## src/rtl/btn_enable_ctrl.sv

```systemverilog
// Button front end for the LED blinker: synchronise, debounce, classify press
// length; a short press toggles enable, a long press forces it off.
module btn_enable_ctrl #(
  parameter int DEBOUNCE_CYCLES   = 1000000,
  parameter int LONG_PRESS_CYCLES = 50000000,
  parameter int BTN_ACTIVE_LOW    = 1
) (
  input  logic       clk,
  input  logic       rst,
  input  logic       btn_raw,
  output logic       enable,
  output logic       press_pulse,
  output logic       long_pulse,
  output logic [1:0] state
);

  localparam int DB_W   = $clog2(DEBOUNCE_CYCLES);
  localparam int HOLD_W = $clog2(LONG_PRESS_CYCLES);
  localparam logic [DB_W-1:0]   DB_MAX   = DB_W'(DEBOUNCE_CYCLES - 1);
  localparam logic [DB_W-1:0]   DB_ONE   = DB_W'(1);
  localparam logic [HOLD_W-1:0] HOLD_MAX = HOLD_W'(LONG_PRESS_CYCLES - 1);
  localparam logic [HOLD_W-1:0] HOLD_ONE = HOLD_W'(1);
  localparam logic              POL_INV  = (BTN_ACTIVE_LOW != 0) ? 1'b1 : 1'b0;

  typedef enum logic [1:0] {
    RELEASED  = 2'd0,
    HELD      = 2'd1,
    LONG_HELD = 2'd2
  } state_e;

  logic              s1_q, s1_d, s2_q, s2_d;
  logic              btn_db_q, btn_db_d;
  logic [DB_W-1:0]   db_cnt_q, db_cnt_d;
  logic [HOLD_W-1:0] hold_cnt_q, hold_cnt_d;
  state_e            state_q, state_d;
  logic              enable_q, enable_d;
  logic              press_pulse_q, press_pulse_d;
  logic              long_pulse_q, long_pulse_d;

  // Next-state logic: synchroniser, debounce filter and press classifier.
  always_comb begin
    // Synchroniser stores the normalised level: 1 means pressed.
    s1_d          = btn_raw ^ POL_INV;
    s2_d          = s1_q;
    btn_db_d      = btn_db_q;
    db_cnt_d      = db_cnt_q;
    hold_cnt_d    = hold_cnt_q;
    state_d       = state_q;
    enable_d      = enable_q;
    press_pulse_d = 1'b0;
    long_pulse_d  = 1'b0;

    if (s2_q == btn_db_q) begin
      db_cnt_d = '0;
    end else if (db_cnt_q == DB_MAX) begin
      btn_db_d = ~btn_db_q;
      db_cnt_d = '0;
    end else begin
      db_cnt_d = db_cnt_q + DB_ONE;
    end

    case (state_q)
      RELEASED: begin
        if (btn_db_q) begin
          state_d    = HELD;
          hold_cnt_d = '0;
        end else begin
          state_d = RELEASED;
        end
      end
      HELD: begin
        // Release is tested first so it wins over the long-press threshold.
        if (!btn_db_q) begin
          enable_d      = ~enable_q;
          press_pulse_d = 1'b1;
          state_d       = RELEASED;
        end else if (hold_cnt_q == HOLD_MAX) begin
          enable_d     = 1'b0;
          long_pulse_d = 1'b1;
          state_d      = LONG_HELD;
        end else begin
          hold_cnt_d = hold_cnt_q + HOLD_ONE;
        end
      end
      LONG_HELD: begin
        if (!btn_db_q) begin
          state_d = RELEASED;
        end else begin
          state_d = LONG_HELD;
        end
      end
      default: begin
        state_d = RELEASED;
      end
    endcase
  end

  // State and output registers with synchronous active-low reset.
  always_ff @(posedge clk) begin
    if (!rst) begin
      s1_q          <= 1'b0;
      s2_q          <= 1'b0;
      btn_db_q      <= 1'b0;
      db_cnt_q      <= '0;
      hold_cnt_q    <= '0;
      state_q       <= RELEASED;
      enable_q      <= 1'b0;
      press_pulse_q <= 1'b0;
      long_pulse_q  <= 1'b0;
    end else begin
      s1_q          <= s1_d;
      s2_q          <= s2_d;
      btn_db_q      <= btn_db_d;
      db_cnt_q      <= db_cnt_d;
      hold_cnt_q    <= hold_cnt_d;
      state_q       <= state_d;
      enable_q      <= enable_d;
      press_pulse_q <= press_pulse_d;
      long_pulse_q  <= long_pulse_d;
    end
  end

  assign enable      = enable_q;
  assign press_pulse = press_pulse_q;
  assign long_pulse  = long_pulse_q;
  assign state       = state_q;

endmodule

```

## config.mk

```make
export PLATFORM = sky130hd
export DESIGN_NAME = btn_enable_ctrl
export DESIGN_NICKNAME = d
export VERILOG_FILES = /design/src/rtl/btn_enable_ctrl.sv
export SDC_FILE = /design/constraint.sdc
export NUM_CORES = 1
export LEC_CHECK = 0
export CORE_UTILIZATION = 50
export DETAILED_ROUTE_END_ITERATION = 10
export GPL_TIMING_DRIVEN = 0
export PLACE_DENSITY_LB_ADDON = 0.08
export SKIP_CTS_REPAIR_TIMING = 1
export SYNTH_ARGS = -nofsm -noshare
export SYNTH_HDL_FRONTEND = slang
export SYNTH_SLANG_ARGS = --single-unit
```

## constraint.sdc

```tcl
create_clock -name clk -period 2.9 [get_ports clk]
set_input_delay 0.435 -clock clk [delete_from_list [all_inputs] [get_ports clk]]
set_output_delay 0.435 -clock clk [all_outputs]
set_load 0.01 [all_outputs]
```

; ---- Yosys cells after proc, flatten, opt, wreduce, memory -nomap -nowiden
; Index checks and enable logic that the tools add are counted.
[classes]
n_addsub = 2
n_eq_ne = 10
n_mux = 13
bitwise = 5
n_reduce_logical = 8
[ops]
columns = operator, count
row1 = 2-to-1 mux 26 bit, 3
row2 = one-hot mux 26 bit (2 select lines), 1
row3 = adder 26 x 1 -> 26 bit (second input constant), 1
row4 = == test 26 bit (second input constant), 1
row5 = adder 20 x 1 -> 20 bit (second input constant), 1
row6 = == test 20 bit (second input constant), 1
row7 = 2-to-1 mux 2 bit, 3
row8 = inequality test 2 bit (second input constant), 3
row9 = one-hot mux 2 bit (3 select lines), 1
row10 = AND reduction 2 bit, 3
row11 = 2-to-1 mux 1 bit, 5
row12 = inverter 1 bit, 5
row13 = AND reduction 4 bit, 1
row14 = inequality test 3 bit (second input constant), 1
row15 = AND reduction 3 bit, 1
row16 = OR reduction 3 bit, 1
row17 = == test 2 x 1 -> 1 bit (second input constant), 1
row18 = == test 2 bit (second input constant), 1
row19 = logical NOT 2 bit, 1
row20 = inequality test 2 x 1 -> 1 bit (second input constant), 1
row21 = nonzero test 2 bit, 1
row22 = == test 1 bit, 1
[totals]
regBits = 54
in_bits = 3
output_inout_bits = 5
wordCells = 47

; ---- Logic depth before layout (Yosys ltp)
; Gate-level depths: netlist (run 1).
[depth]
depth_word = 4
mapped_depth = 10
ltp_nobuf = 7

; ---- Worst setup path before layout (run 1)
; No wires, ideal clock.
[synth_timing]
kind = reg2reg
from = register hold_cnt_q[0]
to = register hold_cnt_q[22]
setup_time_ps = 62
arrival_ps = 2072
required_ps = 2838
path_slack_ps = 766
path_stages_with_launch = 8
path_buffers = 1
synth_period_minus_slack_ps = 2134
path_cell_list = dfxtp_1 -> ha_1 -> nand2_1 -> or4_1 -> buf_2 -> or3_4 -> or4_1 -> nand3_1
[synth_between]
elab_chain_len = 4
elab_cells_between_ends = 7
cone_classes = 1 x add/sub / 2 x eq/ne / 3 x mux / 1 x reduce/logical
[synth_lines]
columns = item, line
row1 = "start, declared", 34  ; logic [HOLD_W-1:0] hold_cnt_q, hold_cnt_d;
row2 = "start signal, assigned", 115  ; hold_cnt_q <= hold_cnt_d;
row3 = adder 26 x 1 -> 26 bit, 82  ; hold_cnt_d = hold_cnt_q + HOLD_ONE;
row4 = 2-to-1 mux 26 bit, 77  ; end else if (hold_cnt_q == HOLD_MAX) begin
row5 = 2-to-1 mux 26 bit, 73  ; if (!btn_db_q) begin
row6 = one-hot mux 26 bit (2 select lines), 62  ; case (state_q)
; Parallel ways exist; a longest one is shown, timed or not. The select of a mux whose other input is x is not followed.
; A chain may end at the register's enable or synchronous reset.

; ---- Worst setup path after layout (run 1)
[layout_timing]
from = register state_q[0], in the netlist state[0]
to = register hold_cnt_q[9]
[layout_between]
elab_chain_len = 3
elab_cells_between_ends = 8
cone_classes = 4 x eq/ne / 1 x mux / 3 x reduce/logical
[layout_lines]
columns = item, line
row1 = "start, declared", 35  ; state_e state_q, state_d;
row2 = "start signal, assigned", 116  ; state_q <= state_d;
row3 = == test 2 x 1 -> 1 bit / logical NOT 2 bit (equally long branches), 62
row4 = inequality test 2 bit (no source line) / nonzero test 2 bit (equally long branches), --
row5 = AND reduction 4 bit (no source line), --
; Parallel ways exist; a longest one is shown, timed or not.

==> results.py, run 1 <==
metrics = {
    "clock_network": {
        "cts-buffers-inserted": 5,
        "cts-root-buf": "clkbuf_8",
        "path_clk_slew_ns": 0.10,
        "cts-htree-levels": 2,
        "clkSinkCount": 54,
        "insertion_delay_ns": 0.31,
        "tritoncts": "yes",
        "clock_path_buffers": 2,
    },
    "worst_setup_path": {
        "cp_max_fo": 9,
        "critPathArrivalTime_ns": 2.61,
        "r2r_end": "hold_cnt_q[9]",
        "crit_type": "register to register",
        "worstRegToRegCells": 6,
        "reg2reg_from": "state[0]",
        "crit_required_ns": 3.13,
        "start_kind": "register",
        "cp-end-kind": "register",
        "r2r_slack_ns": 0.52,
    },
    "die": {
        "start_util": 0.5235,
        "fp.dieArea_mm2": 0.005713,
        "die_width_um": 75.59,
        "core-area_mm2": 0.005172,
        "fp.dieH_um": 75.59,
        "ios": 8,
        "rows": 26,
    },
    "synth": {
        "synth_top_area_cell": "dfxtp_1",
        "yosys-mux-area-fraction": 0.007394,
        "synth_top_area_share": 0.3993,
        "synth_common_cells": "dfxtp_1, nor2_1, nand2_1",
        "synthFlopType": "dfxtp_1",
        "synth_area_per_cell_um2": 8.306,
        "yosysMostFrequentCell": "dfxtp_1",
        "ys_types": 44,
        "async_flop_share": 0,
        "synth_xor_area_frac": 0.06146,
        "synth_area_leaders": "dfxtp_1, nor2_1, nand2_1",
        "synth_compound_area_frac": 0.1483,
        "yosys.area_share.simple": 0.3189,
        "synthAdderAreaFrac": 0.02773,
        "synth_top_family_by_area": "simple AND/OR/NAND/NOR gates",
        "syn_inst": 326,
        "synth-edff-count": 0,
        "synth_area_mm2": 0.002708,
        "syn_nets": 335,
        "ys_warn_count": 0,
        "ys_ff_latch": 54,
        "ys_seq_area_frac": 0.3993,
    },
    "layout": {
        "drive_above_1_share": 0.06195,
        "area_growth_pct": 9.427,
        "diodes": 0,
        "multi_input_comb_area_mm2": 0.001526,
        "largest_reg_flops": 26,
        "seqCellArea_mm2": 0.001081,
        "final_cells": 409,
        "layout.nets": 348,
        "max_flop_register": "hold_cnt_q",
        "filler_cell_count": 486,
    },
    "power": {
        "power_density_mw_per_mm2": 428.6,
        "max-vdd-ir-drop_mv": 0.2580,
        "leakagePower_uw": 0.0009568,
    },
    "timing": {
        "skew_ns": 0.007694,
        "setup_viol": 0,
        "post-route-period-util": 0.8196,
        "slew_headroom": 0.4946,
        "fmax_mhz": 420.7,
        "hold_violations": 0,
        "tightest_slew_ns": 0.7511,
        "period_minus_slack_ns": 2.377,
        "setup_tns_ns": 0,
        "drv_slew": 0,
        "rsz0062_at_grt": "no",
        "holdWs_ns": 0.4680,
        "fin_ws_ns": 0.5232,
    },
    "hold_path": {
        "holdCritPathClass": "register to register",
        "holdCritStartpoint": "s1_q",
        "worstHoldEndpoint": "s2_q",
        "min_path_cells": 1,
    },
    "placed_design": {
        "dp_slack_ns": 0.5767,
        "place_inst": 402,
        "hpwl_mm": 4.478,
        "port_buffers": 6,
        "routabilityCongestion": 0.8743,
    },
    "global_routing": {
        "gr-total-overflow": 0,
        "grt_max_degree": 17,
        "grt_pass1_wl_mm": 9.894,
        "first_global_vias": 2040,
        "antenna_found_initial": 0,
        "grt_util_all_layers": 0.2323,
    },
    "outcome": {
        "outcome": "completed",
    },
    "routing": {
        "viasPerCell": 5.822,
        "drt-total-wl_mm": 6.123,
        "drc": 0,
        "dr.pass1.iters": 4,
        "ant_nets": 0,
        "drt_iter0_drc": 126,
        "vias": 2381,
        "wire_per_inst_um": 14.97,
    },
    "job": {
        "cap_violations": 0,
    },
}
[worst max-delay path: stages, from the launching register on]
cell and delay, ns:
dfxtp_1 0.42, ha_1 0.17, clkbuf_1 0.33, nand3_1 0.25, a21oi_1 0.64, nand2_1 0.25
o31ai_1 0.23
[cell usage in the layout (no fill, tap or decap), types with 7 or more instances in the layout]
cell type  Yosys  final
a21oi_1       10     10
clkbuf_1       9      9
dfxtp_1       54     54
inv_1          9      9
nand2_1       37     37
nand3_1       25     25
nand4_1       14     14
nor2_1        38     38
nor3_1         7      7
nor4_1         9      9
o211ai_1       7      7
o21ai_0       12     12
xor2_1        13     13
[kinds of logic after synthesis]
family / after synthesis
AND/OR/NAND/NOR: 165
AO/OA/AOI/OAI: 58
flip-flops: 54
buffers and inverters: 22
XOR/XNOR: 19
adder cells (fa/ha/maj): 6
multiplexers: 2
[through the flow]
step,cell area (um2),power [uW],utilization
floorplan,2708,774.6,-
global placement,2855,782.2,0.5520
detailed placement,2855,782.3,0.5520
CTS,2963,1278,0.5728
global route,2963,1308,0.5728
finish,2963,1270,0.5728
[worst max path at each step]
stage,startpoint,to,slack [ns],cells after the start
detailed placement,state[0],hold_cnt_q[11],0.58,6
global placement,state[0],hold_cnt_q[11],0.58,6
finish,state[0],hold_cnt_q[9],0.52,6
floorplan,hold_cnt_q[0],hold_cnt_q[22],0.77,7
global route,state[0],hold_cnt_q[9],0.36,6
CTS,state[0],hold_cnt_q[9],0.56,6
[final cells by class]
class / instances / area share
Buffer: 13 / 0.02238
Inverter: 9 / 0.01140
Timing Repair Buffer: 6 / 0.02027
Sequential cell: 54 / 0.3649
Multi-Input combinational cell: 250 / 0.5152
Clock inverter: 2 / 0.01309
Clock buffer: 5 / 0.02323
Tap cell: 70 / 0.02956
[layer usage]
layer  up-vias  GRT usage  part of all wire
met1      1129     0.3115              0.48
met3         5    0.03968             0.044
met5         -          0                 0
li1       1207          -                 -
met2        40     0.3829              0.47
met4         0    0.07202             0.010
[where the power goes]
| part | switching [uW] | internal (uW) |
|---|---|---|
| Sequential | 1.01 | 743 |
| Combinational | 13.5 | 7.71 |
| Clock | 251 | 254 |
(Power assumes the default switching activity.)
==> run 2, diff against run 1 <==
Clock period 2.9 ns to 2.1 ns, I/O delays scaled along.
==> run 2 against run 1 <==
  * The run now ends with negative setup slack left
  * Non-clock buffer count is 17 higher
  * Combinational power is 42% higher
  * Count of clock-buffer cells in the layout is 1 higher
  * Critical path depth is 2 higher
  * Cell count is 4.6% higher
  * Clock skew is 0.00099 ns higher
  * Via count is 5.7% higher
  * Global-route usage is 0.082 points lower
  * Worst setup slack worse by 0.57 ns
  * Die area stayed put
  * Register-to-register slack worse by 0.57 ns
==> results.py, run 2 (same netlist as run 1, synthesis figures left out) <==
metrics = {
    "outcome": {
        "outcome": "finished with violations",
        "violations": "negative setup slack",
    },
    "routing": {
        "ant_nets": 0,
        "drt-total-wl_mm": 6.732,
        "vias": 2517,
        "wire_per_inst_um": 15.73,
        "drt_iter0_drc": 141,
        "dr.pass1.iters": 4,
        "viasPerCell": 5.881,
        "drc": 0,
    },
    "worst_setup_path": {
        "start_kind": "register",
        "cp-end-kind": "register",
        "crit_type": "register to register",
        "crit_family": "simple AND/OR/NAND/NOR gates",
        "crit_required_ns": 2.32,
        "max_stage_delay_ns": 0.57,
        "critPathBufInv": 3,
        "crit_chain": "or4b_4, nor4_4, buf_4, a31o_4, buf_8, clkbuf_16, a21oi_2, o32ai_1",
        "cp_max_fo": 8,
        "cpMaxStageDelayCell": "or4b_4",
        "critPathArrivalTime_ns": 2.37,
    },
    "layout": {
        "layout.cells.most_common": "dfxtp_1",
        "final_cell_mix": "dfxtp_1, nor2_1, nand2_1",
        "area_growth_pct": 22.78,
        "diodes": 0,
        "max_flop_register": "hold_cnt_q",
        "postLayoutCoreUtil": 0.6427,
        "largest_reg_flops": 26,
        "drive_above_1_share": 0.2039,
        "layout.nets": 366,
    },
    "clock_network": {
        "clkSinkCount": 54,
        "tritoncts": "yes",
        "insertion_delay_ns": 0.31,
        "clock_path_buffers": 2,
        "cts-buffers-inserted": 5,
        "path_clk_slew_ns": 0.10,
        "cts-root-buf": "clkbuf_8",
        "cts-htree-levels": 2,
    },
    "global_routing": {
        "grt_util_all_layers": 0.2315,
        "antenna_found_initial": 0,
        "grt_max_degree": 17,
        "gr-total-overflow": 0,
        "first_global_vias": 2060,
        "grt_pass1_wl_mm": 9.825,
    },
    "die": {
        "start_util": 0.5235,
        "ios": 8,
        "rows": 26,
        "fp.dieArea_mm2": 0.005713,
        "fp.dieH_um": 75.59,
        "core-area_mm2": 0.005172,
        "die_width_um": 75.59,
    },
    "timing": {
        "tightest_slew_ns": 0.6393,
        "hold_violations": 0,
        "setup_viol": 12,
        "skew_ns": 0.008680,
        "period_minus_slack_ns": 2.151,
        "fin_ws_ns": -0.05134,
        "slew_headroom": 0.5699,
        "holdWs_ns": 0.4454,
        "fmax_mhz": 464.8,
        "drv_slew": 0,
        "rsz0062_at_grt": "yes",
        "post-route-period-util": 1.024,
    },
    "placed_design": {
        "routabilityCongestion": 0.9114,
        "port_buffers": 6,
        "dp_slack_ns": -0.2237,
        "hpwl_mm": 4.405,
    },
    "power": {
        "leakagePower_uw": 0.001115,
        "power_density_mw_per_mm2": 527.5,
        "max-vdd-ir-drop_mv": 0.3508,
    },
    "job": {
        "cap_violations": 0,
    },
    "hold_path": {
        "holdCritPathClass": "primary input to register",
    },
}
[run 2: cell count changes in the layout (fill, tap and decap cells not counted), moves of 3 or more]
cell	change
a21oi_1	-6
a21oi_2	+5
dfxtp_1	-11
dfxtp_4	+5
o21ai_0	-3
dfxtp_2	+6
nand3_1	-3
buf_4	+16
o21ai_1	+3
nand3_2	+3
clkbuf_1	-3
[run 2: final cells by class]
| class | instances | area [um2] |
|---|---|---|
| multi-input combinational | 251 | 1668 |
| clock inverter | 2 | 37.54 |
| inverter | 9 | 33.78 |
| sequential | 54 | 1107 |
| timing repair buffer | 25 | 236.5 |
| buffer | 11 | 81.33 |
| fill | 412 | 1848 |
| clock buffer | 6 | 72.57 |
| tap | 70 | 87.58 |
[run 2: per-stage QoR]
stage / std cells / TNS, ns / total power (uW) / instance area (um2)
after detailed placement: 402 / -3.758 / 1080 / 2858
after floorplan: 326 / 0 / 1070 / 2710
final: 428 / -0.3161 / 1753 / 3324
after global placement: 402 / -3.741 / 1080 / 2858
after CTS: 410 / -4.820 / 1777 / 2968
after global routing: 428 / -1.112 / 1818 / 3324
[run 2: routing by layer]
layer	track usage	up-vias	share of wire
met5	0	-	0
met4	0.05761	0	0.015
met3	0.05556	10	0.049
met2	0.3929	70	0.49
met1	0.2967	1194	0.44
li1	-	1243	-
[run 2: worst register-to-register path, cell delays in order (launching register included)]
cell and delay, ns:
dfxtp_4 0.38, or4b_4 0.57, nor4_4 0.28, buf_4 0.19, a31o_4 0.19, buf_8 0.14
clkbuf_16 0.16, a21oi_2 0.04, o32ai_1 0.11
[run 2: final timing paths]
check / startpoint / slack [ns] / end / depth (start not counted)
setup / recovery: hold_cnt_q[9] / -0.05 / hold_cnt_q[4] / 8
hold / removal: rst / 0.45 / press_pulse / 3
setup reg to reg: hold_cnt_q[9] / -0.05 / hold_cnt_q[4] / 8
hold reg to reg: s1_q / 0.46 / s2_q / 1
[run 2: power by group]
group          total (uW)  internal [uW]  switching, uW  leakage (uW)
Combinational        30.2           11.1           19.1      0.000621
Sequential           1020           1020           1.31      0.000442
Clock                 703            356            347     0.0000514
==> run 3, diff against run 2 <==
Settings changed: GPL_ROUTABILITY_DRIVEN from default to 0.
==> run 3 against run 2 <==
  * The run still ends with negative setup slack left
  * Sequential cell count stayed put
  * Clock skew is 0.0053 ns lower
  * Via count is 1.4% lower
  * Die area stayed put
  * Maximum frequency is 0.58% lower
  * Largest cell class unchanged
  * Count of clock-buffer cells in the layout is 1 lower
  * Critical path type unchanged
  * Wire length is 3.1% lower
  * Worst setup slack worse by 0.012 ns
  * Non-clock buffer count is 4 lower
  * Critical path depth is 1 lower
  * Combinational power is 3% lower
  * Hold slack better by 0.015 ns
==> results.py, run 3 (same netlist as run 1, synthesis figures left out) <==
metrics = {
    "die": {
        "ios": 8,
        "die_width_um": 75.59,
        "start_util": 0.5235,
        "core-area_mm2": 0.005172,
        "fp.dieH_um": 75.59,
        "rows": 26,
        "fp.dieArea_mm2": 0.005713,
    },
    "clock_network": {
        "cts-buffers-inserted": 5,
        "cts-root-buf": "clkbuf_8",
        "cts-htree-levels": 2,
        "clkSinkCount": 54,
        "insertion_delay_ns": 0.31,
        "path_clk_slew_ns": 0.10,
        "clock_path_buffers": 2,
        "tritoncts": "yes",
    },
    "timing": {
        "tightest_slew_ns": 0.6337,
        "post-route-period-util": 1.030,
        "period_minus_slack_ns": 2.164,
        "fmax_mhz": 462.1,
        "skew_ns": 0.003337,
        "holdWs_ns": 0.4602,
        "setup_viol": 6,
        "fin_ws_ns": -0.06382,
        "rsz0062_at_grt": "yes",
        "hold_violations": 0,
        "slew_headroom": 0.5736,
        "drv_slew": 0,
    },
    "outcome": {
        "violations": "negative setup slack",
        "outcome": "finished with violations",
    },
    "routing": {
        "ant_nets": 0,
        "vias": 2483,
        "drc": 0,
        "wire_per_inst_um": 15.42,
        "drt-total-wl_mm": 6.522,
        "drt_iter0_drc": 144,
        "dr.pass1.iters": 5,
        "viasPerCell": 5.870,
    },
    "global_routing": {
        "first_global_vias": 2077,
        "grt_max_degree": 17,
        "antenna_found_initial": 0,
        "grt_util_all_layers": 0.2301,
        "grt_pass1_wl_mm": 9.818,
        "gr-total-overflow": 0,
    },
    "power": {
        "combPwrFrac": 0.018,
        "power_density_mw_per_mm2": 500.3,
        "max-vdd-ir-drop_mv": 0.2853,
        "pwr-share-clk": 0.352,
        "seq_power_share": 0.630,
        "p_switching_uw": 361.7,
        "leakagePower_uw": 0.001107,
        "p_int_uw": 1261,
        "p_sw_frac": 0.2229,
    },
    "layout": {
        "area_growth_pct": 19.78,
        "filler_cell_count": 456,
        "seqCellArea_mm2": 0.001100,
        "final_cell_mix": "dfxtp_1, nor2_1, nand2_1",
        "layout.cells.most_common": "dfxtp_1",
        "drive_above_1_share": 0.1955,
        "diodes": 0,
        "multi_input_comb_area_mm2": 0.001677,
        "final_cells": 423,
        "layout.nets": 362,
        "largest_reg_flops": 26,
        "max_flop_register": "hold_cnt_q",
        "final_cell_area_mm2": 0.003243,
    },
    "placed_design": {
        "dp_slack_ns": -0.2335,
        "hpwl_mm": 4.423,
        "place_inst": 402,
        "dpl_cell_area_mm2": 0.002858,
        "port_buffers": 6,
    },
    "worst_setup_path": {
        "cp_max_fo": 4,
        "crit_type": "register to register",
        "critPathArrivalTime_ns": 2.42,
        "start_kind": "register",
        "crit_family": "simple AND/OR/NAND/NOR gates",
        "critPathBufInv": 1,
        "crit_chain": "ha_4, nand2_4, or4_4, buf_6, or3_4, or4_4, nand3_2",
        "crit_required_ns": 2.36,
        "cp-end-kind": "register",
        "cpMaxStageDelayCell": "or4_4",
        "max_stage_delay_ns": 0.52,
        "crit_top_cell": "or4_4",
    },
    "job": {
        "cap_violations": 0,
    },
    "hold_path": {
        "holdCritPathClass": "primary input to register",
    },
}
==> run 3: worst paths after layout <==
path                               startpoint             end  slack, ns  depth (start not counted)
worst max-delay path            hold_cnt_q[0]  hold_cnt_q[22]      -0.06                          7
worst min-delay path                      rst     press_pulse       0.46                          3
worst max register to register  hold_cnt_q[0]  hold_cnt_q[22]      -0.06                          7
worst min register to register           s1_q            s2_q       0.47                          1
==> run 3: area by class of cell <==
type	count	share of cell area
Multi-Input combinational cell	251	0.5170
Sequential cell	54	0.3391
Timing Repair Buffer	20	0.05556
Tap cell	70	0.02701
Buffer	12	0.02508
Clock buffer	5	0.02122
Inverter	9	0.01042
Clock inverter	2	0.004630
==> run 3: layer usage <==
metal | wire length, um | share of wire | vias to the layer above | track usage
li1 | - | - | 1234 | -
met1 | 2865 | 0.44 | 1181 | 0.2960
met2 | 3306 | 0.51 | 59 | 0.3998
met3 | 265 | 0.041 | 9 | 0.04365
met4 | 85 | 0.013 | 0 | 0.05350
met5 | 0 | 0 | - | 0
==> run 3: power by group through the flow <==
stage	logic, uW	clock network (uW)	registers [uW]
floorplan	19.2	0	1050
global placement	29.3	0	1050
detailed placement	28.9	0	1050
CTS	29.2	589	1030
global route	32.5	628	1020
finish	29.4	570	1020
==> run 3: tightest hold or removal path, cell delays in order <==
cell	delay [ns]
clkbuf_1	0.20
nand2_1	0.17
nor2_1	0.04
==> run 3: metrics by stage <==
stage | TNS, ns | total power [uW] | utilization
after floorplan | 0 | 1070 | -
after global placement | -4.408 | 1080 | 0.5525
after detailed placement | -4.810 | 1080 | 0.5525
after CTS | -5.797 | 1645 | 0.5687
after global routing | -1.334 | 1684 | 0.6270
final | -0.1600 | 1623 | 0.6270
